<file path="src/rtl/lsu_pkg.sv">
// rtl/lsu_pkg.sv - shared encodings, FSM states and latency limits for the load/store unit (MISALIGN_SPLIT_EN adds split states)
package lsu_pkg;

    localparam logic [1:0] SZ_BYTE = 2'b00;
    localparam logic [1:0] SZ_HALF = 2'b01;
    localparam logic [1:0] SZ_WORD = 2'b10;
    localparam logic [1:0] SZ_RSVD = 2'b11;

    localparam int RD_LAT_MIN = 1;
    localparam int RD_LAT_MAX = 3;
    localparam int LAT_CNT_W  = 2;

    typedef enum logic [2:0] {
        ST_IDLE   = 3'd0,
        ST_ISSUE  = 3'd1,
        ST_WAIT   = 3'd2,
        ST_RESP   = 3'd3
`ifdef MISALIGN_SPLIT_EN
        ,
        ST_ISSUE2 = 3'd4,
        ST_WAIT2  = 3'd5
`endif
    } lsu_state_e;

    // Access width in bytes; 0 for the reserved encoding so it never looks misaligned.
    function automatic logic [2:0] size_bytes(input logic [1:0] size);
        case (size)
            SZ_BYTE: size_bytes = 3'd1;
            SZ_HALF: size_bytes = 3'd2;
            SZ_WORD: size_bytes = 3'd4;
            default: size_bytes = 3'd0;
        endcase
    endfunction

endpackage

</file>
<file path="src/rtl/load_store_unit_if.sv">
// rtl/load_store_unit_if.sv - request, response and memory-port bundle of the load/store unit
interface load_store_unit_if;
    logic        req_valid;
    logic        req_ready;
    logic        req_we;
    logic [1:0]  req_size;
    logic        req_signed;
    logic [31:0] req_addr;
    logic [31:0] req_wdata;

    logic        rsp_valid;
    logic        rsp_ready;
    logic [31:0] rsp_rdata;
    logic        rsp_err;

    logic [31:0] mem_addr;
    logic [31:0] mem_wdata;
    logic [3:0]  mem_wren;
    logic [31:0] mem_rdata;

    modport slave (
        input  req_valid, req_we, req_size, req_signed, req_addr, req_wdata,
        input  rsp_ready, mem_rdata,
        output req_ready, rsp_valid, rsp_rdata, rsp_err,
        output mem_addr, mem_wdata, mem_wren
    );

    modport master (
        output req_valid, req_we, req_size, req_signed, req_addr, req_wdata,
        output rsp_ready, mem_rdata,
        input  req_ready, rsp_valid, rsp_rdata, rsp_err,
        input  mem_addr, mem_wdata, mem_wren
    );
endinterface

</file>
<file path="src/rtl/lsu_lane_align.sv">
// rtl/lsu_lane_align.sv - little-endian lane mask, store positioning and load extraction
module lsu_lane_align
    import lsu_pkg::*;
(
    input  logic [1:0]  k,
    input  logic [1:0]  size,
    input  logic        sgn,
    input  logic [31:0] wdata,
    input  logic [63:0] rdata,
    output logic [7:0]  lane_mask,
    output logic [63:0] wdata_pos,
    output logic        misaligned,
    output logic [31:0] load_data
);

    logic [2:0]  n_bytes;
    logic [31:0] sh;

    // Masks and data span two words so a crossing access splits into low/high beats.
    always_comb begin
        n_bytes    = size_bytes(size);
        lane_mask  = 8'h00;
        case (size)
            SZ_BYTE: lane_mask = 8'h01 << k;
            SZ_HALF: lane_mask = 8'h03 << k;
            SZ_WORD: lane_mask = 8'h0F << k;
            default: lane_mask = 8'h00;
        endcase
        wdata_pos  = {32'h0, wdata} << {k, 3'b000};
        misaligned = ({1'b0, k} + n_bytes) > 3'd4;
        sh         = 32'(rdata >> {k, 3'b000});
        case (size)
            SZ_BYTE: load_data = {{24{sgn & sh[7]}}, sh[7:0]};
            SZ_HALF: load_data = {{16{sgn & sh[15]}}, sh[15:0]};
            SZ_WORD: load_data = sh;
            default: load_data = 32'h0;
        endcase
    end

endmodule

</file>
<file path="src/rtl/load_store_unit.sv">
// rtl/load_store_unit.sv - data-memory initiator FSM; MISALIGN_SPLIT_EN splits word-crossing accesses into two beats
module load_store_unit
    import lsu_pkg::*;
#(
    parameter int RD_LATENCY = 1
) (
    input  logic               clk,
    input  logic               rst_n,
    load_store_unit_if.slave   bus
);

    localparam logic [LAT_CNT_W-1:0] LAT_LAST = LAT_CNT_W'(RD_LATENCY - 1);

    lsu_state_e           state_q, state_d;
    logic                 we_q, we_d;
    logic [1:0]           size_q, size_d;
    logic [1:0]           k_q, k_d;
    logic                 sgn_q, sgn_d;
    logic [LAT_CNT_W-1:0] cnt_q, cnt_d;
    logic [31:0]          mem_addr_q, mem_addr_d;
    logic [31:0]          mem_wdata_q, mem_wdata_d;
    logic [3:0]           mem_wren_q, mem_wren_d;
    logic [31:0]          rsp_rdata_q, rsp_rdata_d;
    logic                 rsp_err_q, rsp_err_d;
`ifdef MISALIGN_SPLIT_EN
    logic                 split_q, split_d;
    logic [3:0]           hi_wren_q, hi_wren_d;
    logic [31:0]          hi_wdata_q, hi_wdata_d;
    logic [31:0]          rdata_lo_q, rdata_lo_d;
`endif

    logic [1:0]  a_k;
    logic [1:0]  a_size;
    logic [63:0] a_rdata;
    logic [7:0]  lane_mask;
    logic [63:0] wdata_pos;
    logic        misaligned;
    logic [31:0] load_data;

    // Align unit looks at the live request while idle, at the registered request afterwards.
    always_comb begin
        a_k     = k_q;
        a_size  = size_q;
        a_rdata = {32'h0, bus.mem_rdata};
        if (state_q == ST_IDLE) begin
            a_k    = bus.req_addr[1:0];
            a_size = bus.req_size;
        end
`ifdef MISALIGN_SPLIT_EN
        if (state_q == ST_WAIT2) begin
            a_rdata = {bus.mem_rdata, rdata_lo_q};
        end
`endif
    end

    lsu_lane_align u_align (
        .k          (a_k),
        .size       (a_size),
        .sgn        (sgn_q),
        .wdata      (bus.req_wdata),
        .rdata      (a_rdata),
        .lane_mask  (lane_mask),
        .wdata_pos  (wdata_pos),
        .misaligned (misaligned),
        .load_data  (load_data)
    );

`ifndef MISALIGN_SPLIT_EN
    logic unused_hi_lanes;
    assign unused_hi_lanes = ^{lane_mask[7:4], wdata_pos[63:32]};
`endif

    // Next-state and register updates for the request/beat/response sequence.
    always_comb begin
        state_d     = state_q;
        we_d        = we_q;
        size_d      = size_q;
        k_d         = k_q;
        sgn_d       = sgn_q;
        cnt_d       = cnt_q;
        mem_addr_d  = mem_addr_q;
        mem_wdata_d = mem_wdata_q;
        mem_wren_d  = mem_wren_q;
        rsp_rdata_d = rsp_rdata_q;
        rsp_err_d   = rsp_err_q;
`ifdef MISALIGN_SPLIT_EN
        split_d     = split_q;
        hi_wren_d   = hi_wren_q;
        hi_wdata_d  = hi_wdata_q;
        rdata_lo_d  = rdata_lo_q;
`endif
        case (state_q)
            ST_IDLE: begin
                if (bus.req_valid) begin
                    we_d   = bus.req_we;
                    size_d = bus.req_size;
                    k_d    = bus.req_addr[1:0];
                    sgn_d  = bus.req_signed;
`ifdef MISALIGN_SPLIT_EN
                    if (bus.req_size == SZ_RSVD) begin
`else
                    if (bus.req_size == SZ_RSVD || misaligned) begin
`endif
                        rsp_err_d   = 1'b1;
                        rsp_rdata_d = 32'h0;
                        state_d     = ST_RESP;
                    end else begin
                        mem_addr_d  = {bus.req_addr[31:2], 2'b00};
                        mem_wren_d  = bus.req_we ? lane_mask[3:0] : 4'h0;
                        mem_wdata_d = bus.req_we ? wdata_pos[31:0] : 32'h0;
`ifdef MISALIGN_SPLIT_EN
                        split_d     = misaligned;
                        hi_wren_d   = bus.req_we ? lane_mask[7:4] : 4'h0;
                        hi_wdata_d  = bus.req_we ? wdata_pos[63:32] : 32'h0;
`endif
                        state_d     = ST_ISSUE;
                    end
                end
            end
            ST_ISSUE: begin
                mem_wren_d = 4'h0;
                if (we_q) begin
`ifdef MISALIGN_SPLIT_EN
                    if (split_q) begin
                        mem_addr_d  = mem_addr_q + 32'd4;
                        mem_wren_d  = hi_wren_q;
                        mem_wdata_d = hi_wdata_q;
                        state_d     = ST_ISSUE2;
                    end else
`endif
                    begin
                        rsp_rdata_d = 32'h0;
                        rsp_err_d   = 1'b0;
                        state_d     = ST_RESP;
                    end
                end else begin
                    cnt_d   = '0;
                    state_d = ST_WAIT;
                end
            end
            ST_WAIT: begin
                if (cnt_q == LAT_LAST) begin
`ifdef MISALIGN_SPLIT_EN
                    if (split_q) begin
                        rdata_lo_d  = bus.mem_rdata;
                        mem_addr_d  = mem_addr_q + 32'd4;
                        mem_wren_d  = hi_wren_q;
                        mem_wdata_d = hi_wdata_q;
                        state_d     = ST_ISSUE2;
                    end else
`endif
                    begin
                        rsp_rdata_d = load_data;
                        rsp_err_d   = 1'b0;
                        state_d     = ST_RESP;
                    end
                end else begin
                    cnt_d = cnt_q + 1'b1;
                end
            end
`ifdef MISALIGN_SPLIT_EN
            ST_ISSUE2: begin
                mem_wren_d = 4'h0;
                if (we_q) begin
                    rsp_rdata_d = 32'h0;
                    rsp_err_d   = 1'b0;
                    state_d     = ST_RESP;
                end else begin
                    cnt_d   = '0;
                    state_d = ST_WAIT2;
                end
            end
            ST_WAIT2: begin
                if (cnt_q == LAT_LAST) begin
                    rsp_rdata_d = load_data;
                    rsp_err_d   = 1'b0;
                    state_d     = ST_RESP;
                end else begin
                    cnt_d = cnt_q + 1'b1;
                end
            end
`endif
            ST_RESP: begin
                if (bus.rsp_ready) begin
                    rsp_rdata_d = 32'h0;
                    rsp_err_d   = 1'b0;
                    state_d     = ST_IDLE;
                end
            end
            default: state_d = ST_IDLE;
        endcase
    end

    // State and datapath registers; reset also drops any in-flight write enable at once.
    always_ff @(posedge clk or negedge rst_n) begin
        if (!rst_n) begin
            state_q     <= ST_IDLE;
            we_q        <= 1'b0;
            size_q      <= 2'b00;
            k_q         <= 2'b00;
            sgn_q       <= 1'b0;
            cnt_q       <= '0;
            mem_addr_q  <= 32'h0;
            mem_wdata_q <= 32'h0;
            mem_wren_q  <= 4'h0;
            rsp_rdata_q <= 32'h0;
            rsp_err_q   <= 1'b0;
`ifdef MISALIGN_SPLIT_EN
            split_q     <= 1'b0;
            hi_wren_q   <= 4'h0;
            hi_wdata_q  <= 32'h0;
            rdata_lo_q  <= 32'h0;
`endif
        end else begin
            state_q     <= state_d;
            we_q        <= we_d;
            size_q      <= size_d;
            k_q         <= k_d;
            sgn_q       <= sgn_d;
            cnt_q       <= cnt_d;
            mem_addr_q  <= mem_addr_d;
            mem_wdata_q <= mem_wdata_d;
            mem_wren_q  <= mem_wren_d;
            rsp_rdata_q <= rsp_rdata_d;
            rsp_err_q   <= rsp_err_d;
`ifdef MISALIGN_SPLIT_EN
            split_q     <= split_d;
            hi_wren_q   <= hi_wren_d;
            hi_wdata_q  <= hi_wdata_d;
            rdata_lo_q  <= rdata_lo_d;
`endif
        end
    end

    assign bus.req_ready = (state_q == ST_IDLE);
    assign bus.rsp_valid = (state_q == ST_RESP);
    assign bus.rsp_rdata = rsp_rdata_q;
    assign bus.rsp_err   = rsp_err_q;
    assign bus.mem_addr  = mem_addr_q;
    assign bus.mem_wdata = mem_wdata_q;
    assign bus.mem_wren  = mem_wren_q;

endmodule

</file>
<file path="src/flat_wrapper.sv">
// flat-port wrapper written by rule: the top's interface ports become plain ports
module load_store_unit_flat import lsu_pkg::*;
#(
    parameter int RD_LATENCY = 1
)
  (clk, rst_n, bus_req_valid, bus_req_we, bus_req_size, bus_req_signed, bus_req_addr, bus_req_wdata, bus_rsp_ready, bus_mem_rdata, bus_req_ready, bus_rsp_valid, bus_rsp_rdata, bus_rsp_err, bus_mem_addr, bus_mem_wdata, bus_mem_wren);
  load_store_unit_if bus_i ();
  input  logic clk;
  input  logic rst_n;
  input wire logic [$bits(bus_i.req_valid)-1:0] bus_req_valid;
  input wire logic [$bits(bus_i.req_we)-1:0] bus_req_we;
  input wire logic [$bits(bus_i.req_size)-1:0] bus_req_size;
  input wire logic [$bits(bus_i.req_signed)-1:0] bus_req_signed;
  input wire logic [$bits(bus_i.req_addr)-1:0] bus_req_addr;
  input wire logic [$bits(bus_i.req_wdata)-1:0] bus_req_wdata;
  input wire logic [$bits(bus_i.rsp_ready)-1:0] bus_rsp_ready;
  input wire logic [$bits(bus_i.mem_rdata)-1:0] bus_mem_rdata;
  output wire logic [$bits(bus_i.req_ready)-1:0] bus_req_ready;
  output wire logic [$bits(bus_i.rsp_valid)-1:0] bus_rsp_valid;
  output wire logic [$bits(bus_i.rsp_rdata)-1:0] bus_rsp_rdata;
  output wire logic [$bits(bus_i.rsp_err)-1:0] bus_rsp_err;
  output wire logic [$bits(bus_i.mem_addr)-1:0] bus_mem_addr;
  output wire logic [$bits(bus_i.mem_wdata)-1:0] bus_mem_wdata;
  output wire logic [$bits(bus_i.mem_wren)-1:0] bus_mem_wren;
  assign bus_i.req_valid = bus_req_valid;
  assign bus_i.req_we = bus_req_we;
  assign bus_i.req_size = bus_req_size;
  assign bus_i.req_signed = bus_req_signed;
  assign bus_i.req_addr = bus_req_addr;
  assign bus_i.req_wdata = bus_req_wdata;
  assign bus_i.rsp_ready = bus_rsp_ready;
  assign bus_i.mem_rdata = bus_mem_rdata;
  assign bus_req_ready = bus_i.req_ready;
  assign bus_rsp_valid = bus_i.rsp_valid;
  assign bus_rsp_rdata = bus_i.rsp_rdata;
  assign bus_rsp_err = bus_i.rsp_err;
  assign bus_mem_addr = bus_i.mem_addr;
  assign bus_mem_wdata = bus_i.mem_wdata;
  assign bus_mem_wren = bus_i.mem_wren;
  load_store_unit #(.RD_LATENCY(RD_LATENCY)) u_core (.clk(clk), .rst_n(rst_n), .bus(bus_i));
endmodule
</file>
<file path="config.mk">
export PLATFORM = sky130hd
export DESIGN_NAME = load_store_unit_flat
export DESIGN_NICKNAME = d
export VERILOG_FILES = /design/src/rtl/lsu_pkg.sv /design/src/rtl/load_store_unit_if.sv /design/src/rtl/lsu_lane_align.sv /design/src/rtl/load_store_unit.sv /design/src/flat_wrapper.sv
export SDC_FILE = /design/constraint.sdc
export NUM_CORES = 1
export LEC_CHECK = 0
export BUFFER_PORTS_ARGS = -buffer_cell sky130_fd_sc_hd__buf_2
export CORE_MARGIN = 5
export CORE_UTILIZATION = 53
export CTS_CLUSTER_SIZE = 16
export DETAILED_ROUTE_END_ITERATION = 10
export HOLD_SLACK_MARGIN = 0.03
export PLACE_DENSITY = 0.86
export SLEW_MARGIN = 25
export SYNTH_ARGS = -nofsm -noshare
export SYNTH_HDL_FRONTEND = slang
export SYNTH_SLANG_ARGS = --single-unit
</file>
<file path="constraint.sdc">
create_clock -name clk -period 7.5 [get_ports clk]
set_input_delay 0 -clock clk [delete_from_list [all_inputs] [get_ports clk]]
set_output_delay 0 -clock clk [all_outputs]
set_load 0.05 [all_outputs]
</file>
== Word-level counts from Yosys, hierarchy flattened ==
Cells that the tools add are included.
Cells by class
  $add $sub $neg: 2
  order comparisons: 1
  equality and inequality tests: 14
  shift operators: 5
  multiplexer cells: 31
  bitwise operators: 3
  reductions and logical operators: 13
Operators by type and width (count)
  two-way mux 32 bit: 6
  case mux 32 bit (4 select lines): 1
  case mux 32 bit (3 select lines): 1
  left shift 32 x 5 -> 32 bit: 1
  >> shifter 32 x 5 -> 32 bit: 1
  two-way mux 4 bit: 3
  case mux 3 bit (4 select lines): 1
  case mux 4 bit (3 select lines): 1
  AND reduction 3 bit: 4
  two-way mux 2 bit: 5
  inequality test 2 bit (second input constant): 5
  two-way mux 3 bit: 3
  case mux 3 bit (3 select lines): 1
  case mux 4 bit (2 select lines): 1
  equality test 3 x 2 -> 1 bit (second input constant): 2
  two-way mux 1 bit: 6
  inequality test 2 x 1 -> 1 bit (second input constant): 3
  AND reduction 6 bit: 1
  equality test 2 bit (second input constant): 2
  logical NOT 2 bit: 2
  case mux 1 bit (4 select lines): 1
  case mux 2 bit (2 select lines): 1
  nonzero test 2 bit: 2
  nonzero test 4 bit: 1
  13 further kinds: 14
Storage, ports and cells
  register bits after elaboration: 110
  input bits: 104
  logic and storage cells: 80

== Longest topological paths before layout ==
  depth in word-level cells: 10
  depth in mapped cells: 17
  gate-level depth less buffers: 13

== By module ==
From an unflattened synthesis, not the netlist that was laid out.
Unflattened totals
  cells, all modules: 691
  area total of the unflattened synthesis: 6820.3 sq um
Modules (own cells, without submodules)
  load_store_unit: times used 1, cells an instance 423, area each 4631.9 sq um, seq. area each 2727.6 sq um
  lsu_lane_align: times used 1, cells an instance 268, area each 2188.3 sq um, seq. area each 0.0 sq um

== Worst setup path before layout ==
No wires, ideal clock.
  path type: reg-to-reg
  start point: register u_core.state_q[0]
  end point: register u_core.mem_wdata_q[6], in the netlist u_core.bus.mem_wdata[6]
  setup time: 0.135 ns
  arrival time: 4.029 ns
  data required time: 7.365 ns
  path slack: 3.336 ns
  stages on the path, launching flop included: 18
  path buffers: 4
  period minus slack after synthesis: 4.164 ns
  cells stage by stage: dfrtp_1 -> inv_1 -> ha_1 -> buf_2 -> buf_1 -> mux2_2 -> inv_1 -> ha_1 -> ha_1 -> inv_1 -> fa_1 -> nand2b_1 -> a22oi_1 -> nand3_1 -> clkbuf_1 -> clkbuf_1 -> nand2_1 -> o21ai_0
Between the ends
  longest elaborated chain between the ends: 9
  elaborated cells between the ends (all ways): 14
Ends and longest elaborated chain
  start: declaration: RTL line load_store_unit.sv:14  | lsu_state_e state_q, state_d;
  start signal: assignment: RTL line load_store_unit.sv:215  | state_q <= state_d;
  logical NOT 3 bit (*)
  net bus_req_ready: RTL line flat_wrapper.sv:18  | output wire logic [$bits(bus_i.req_ready)-1:0] bus_req_ready;
  two-way mux 2 bit: RTL line load_store_unit.sv:45  | if (state_q == ST_IDLE) begin
  equality test 2 bit (tied with other cells): RTL line lsu_pkg.sv:27  | case (size)
  case mux 3 bit (3 select lines): RTL line lsu_pkg.sv:27
  adder 2 x 3 -> 3 bit: RTL line lsu_lane_align.sv:30  | misaligned = ({1'b0, k} + n_bytes) > 3'd4;
  greater-than comparator 3 bit: RTL line lsu_lane_align.sv:30
  logical OR 1 bit: RTL line load_store_unit.sv:102  | if (bus.req_size == SZ_RSVD || misaligned) begin
  inverter 1 bit (no source line)
  AND reduction 3 bit (no source line)
  end signal: assignment: RTL line load_store_unit.sv:222  | mem_wdata_q <= mem_wdata_d;
  end: declaration: RTL line load_store_unit.sv:21  | logic [31:0] mem_wdata_q, mem_wdata_d;
Mark *: on every way through the listed nets, which the timed path passes. The rest lies on a longest branch.
A chain may end at the register's enable or synchronous reset.

== Worst setup path after layout ==
  start point: register u_core.state_q[0]
  end point: register u_core.mem_wren_q[3], in the netlist u_core.bus.mem_wren[3]
Between the ends
  longest elaborated chain between the ends: 9
  elaborated cells between the ends (all ways): 23
Ends and longest elaborated chain
  logical NOT 3 bit: RTL line load_store_unit.sv:45, load_store_unit.sv:92
  two-way mux 2 bit: RTL line load_store_unit.sv:45
  equality test 2 bit (tied with other cells): RTL line lsu_pkg.sv:27, lsu_lane_align.sv:23
  case mux 3 bit (3 select lines): RTL line lsu_pkg.sv:27
  adder 2 x 3 -> 3 bit: RTL line lsu_lane_align.sv:30
  greater-than comparator 3 bit: RTL line lsu_lane_align.sv:30
  logical OR 1 bit: RTL line load_store_unit.sv:102
  inequality test 2 bit (no source line)
  AND reduction 3 bit (no source line)
  end signal: assignment: RTL line load_store_unit.sv:223  | mem_wren_q <= mem_wren_d;
  end: declaration: RTL line load_store_unit.sv:22  | logic [3:0] mem_wren_q, mem_wren_d;
Parallel ways exist; a longest one is shown, timed or not. The select of a mux whose other input is x is not followed.

==> flow_summary.toml <==
[synthesis]
synth_top_cell_area_share = 0.5083
synth_mux_area_frac = 0.1471
synthMostInstantiatedCell = "nand2_1"
synth_area_leaders = "dfrtp_1 (51%), mux2_2 (9.0%), nand2_1 (8.1%), mux2i_1 (4.8%), a32o_1 (3.0%)"
synth_area_leader_cell = "dfrtp_1"
netlist_area_mm2 = 0.005366
synth-edff-count = 0
synthAdderAreaFrac = 0.02938
synth_top_family_by_area = "compound AO/OA/AOI/OAI gates"
synth_commonest_cells = "nand2_1 (116), dfrtp_1 (109), mux2_2 (43)"
syn_area_per_cell_um2 = 10.61
yosys.area_share.simple = 0.1231
synth_ff_type = "dfrtp_1"
yosys_register_bits = 109
async_flop_share = 1.000
synth_cells = 506
synth-xor-area-share = 0.001632
yosysWarnings = 0
ys_seq_area_frac = 0.5083
synth_compound_area_frac = 0.1562
synth_cell_types = 46

[clock_network]
post_cts_buffers = 0
clock_latency_ps = 370
clk_pin_slew_ps = 90
cts_buffer_depth = 2
h-tree-depth = 3
cts_root_buf = "clkbuf_8"
cts_resized = 0
numCtsBuffers = 9
tritoncts = "built"
cts.sinks = 109

[worst_setup_path]
crit_arrival_ps = 5520
critPathMaxStageDelay_ps = 700
worst-path-max-fanout = 59
cp_cell_sequence = "inv_1, ha_1, mux2_2, inv_1, fa_1, nand2b_1, a22oi_1, nand3_4, o21ai_0, mux2_2"
cp_slowest_cell = "fa_1"
required_ps = 7760
cp-end-kind = "register"
critPathBufInv = 2
rrSetupSlack_ps = 2240
cp.depth = 10
path_class = "reg -> reg"
cp-start-kind = "register"
cp_top_family = "adder cells"
rr_worst_depth = 10

[drt]
first_pass_iters = 5
ant_nets = 0
drt-total-wl_mm = 16.96
via_per_inst = 5.771
drt_iter0_drc = 456
drc_errors = 0
vias = 5211
avgRoutedWirePerCell_um = 18.78

[timing]
setup_violations = 0
setup_tns_ps = 0
max_freq_ghz = 0.1902
worstMarginPinSlew_ps = 847.8
period_needed_ps = 5258
fin_crit_sh = 0.7010
slew_violations = 0
max_slew_margin = 0.4342
finClkSkew_ps = 11.12
fin_worst_hold_slack_ps = 23.19
rsz0062_at_grt = "false"
finalHoldViolations = 0

[run]
drv_cap = 0

[die]
dieWidth_um = 110.6
core_mm2 = 0.009819
dieArea_mm2 = 0.01224
io_pins = 207
die_h_um = 110.6
initial_utilization = 0.5465
placementRows = 36

[global_routing]
grt_pass1_wl_mm = 28.17
grt_pass1_vias = 5551
grt_overflow = 0
grt_max_degree = 63
grt_use_total = 0.2781
antenna_found_initial = 0

[placed_design]
place_congestion = 0.9420
hpwlAfterDp_mm = 11.68
portBuffers = 204

[pwr]
power_density_mw_per_mm2 = 486.8
p_leak_uw = 0.003702
ir_worst_vdd_v = 0.0003005
fin_total_pwr_uw = 3586

[worst_hold_path]
worstHoldPathType = "in -> reg"
whs_path_depth = 4

[cells_and_area]
diodes = 0
utilization = 0.7503
drive_gt1_frac = 0.3558
syn_to_final_growth_pct = 37.28
final_nets = 881

[run_status]
status = "completed"
worst min-delay path: stages:
cell and delay [ps]:
buf_2 70, nand2_1 40, nand3_1 80, a32o_1 170
path summary, 6_finish.rpt:
path,startpoint,to
max,u_core.state_q[0],u_core.bus.mem_wren[3]
min,bus_req_wdata[26],u_core.bus.mem_wdata[26]
max reg2reg,u_core.state_q[0],u_core.bus.mem_wren[3]
min reg2reg,u_core.bus.mem_wdata[14],u_core.bus.mem_wdata[14]
max in group asynchronous,rst_n,u_core.bus.mem_wdata[5]
min in group asynchronous,rst_n,u_core.bus.mem_wdata[6]
repair_timing:
item	4_1_cts	5_1_grt
endpoints found under the setup margin	0	0
hold endpoints to repair	128	0
hold buffers	73	0
per-stage QoR:
| stage | cells | worst slack [ps] | instance area (um^2) |
|---|---|---|---|
| 2_1_floorplan | 507 | 3336 | 5370 |
| 3_3_place_gp | 814 | 2211 | 6455 |
| 3_5_place_dp | 814 | 1929 | 6457 |
| 4_1_cts | 903 | 1907 | 7358 |
| 5_1_grt | 903 | 1841 | 7367 |
| 6_report | 903 | 2242 | 7367 |
cell type report:
| type | count | area, um^2 |
|---|---|---|
| Multi-Input combinational cell | 353 | 2479 |
| Clock inverter | 3 | 21.27 |
| Clock buffer | 13 | 148.9 |
| Timing Repair Buffer | 280 | 1777 |
| Sequential cell | 109 | 2728 |
| Inverter | 12 | 47.55 |
| Tap cell | 133 | 166.4 |
| Fill cell | 659 | 2452 |
kinds of logic after synthesis:
group,Yosys count
AOI/OAI and AO/OA,110
buffers and inverters,45
and+or+nand+nor,157
adders and majority gates,12
DFF,109
xor gates and xnor gates,1
other,1
muxes,71
report_power, final:
part / switching (uW) / internal (uW)
logic: 1630 / 661
clock network: 192 / 131
registers: 144 / 825
total: 1970 / 1620
per-layer routing:
layer	up-vias	share of wire	GRT usage	routed length (um)
li1	2335	-	-	-
met1	2518	0.38	0.3355	6432
met2	302	0.50	0.4749	8524
met3	56	0.085	0.07330	1438
met4	0	0.033	0.1084	563
met5	-	0	0	0
cell usage in the layout (no fill, tap or decap), types with 11 or more instances in the layout:
cell type	Yosys	final
dlygate4sd3_1	0	73
mux2_2	43	43
nand3_1	19	18
dfrtp_1	109	109
a32o_1	16	16
o21ai_0	28	28
ha_1	11	11
mux2i_1	26	26
nand2_1	116	116
buf_2	1	203
inv_1	11	11
sequential cells by signal, summed over array words and instances (netlist names), 2 cells and up:
| signal | count |
|---|---|
| u_core.bus.mem_addr | 30 |
| u_core.state_q | 2 |
| u_core.bus.rsp_rdata | 32 |
| u_core.size_q | 2 |
| u_core.bus.mem_wdata | 32 |
| u_core.bus.mem_wren | 4 |
| u_core.cnt_q | 2 |
| u_core.k_q | 2 |
(Power assumes the default switching activity.)
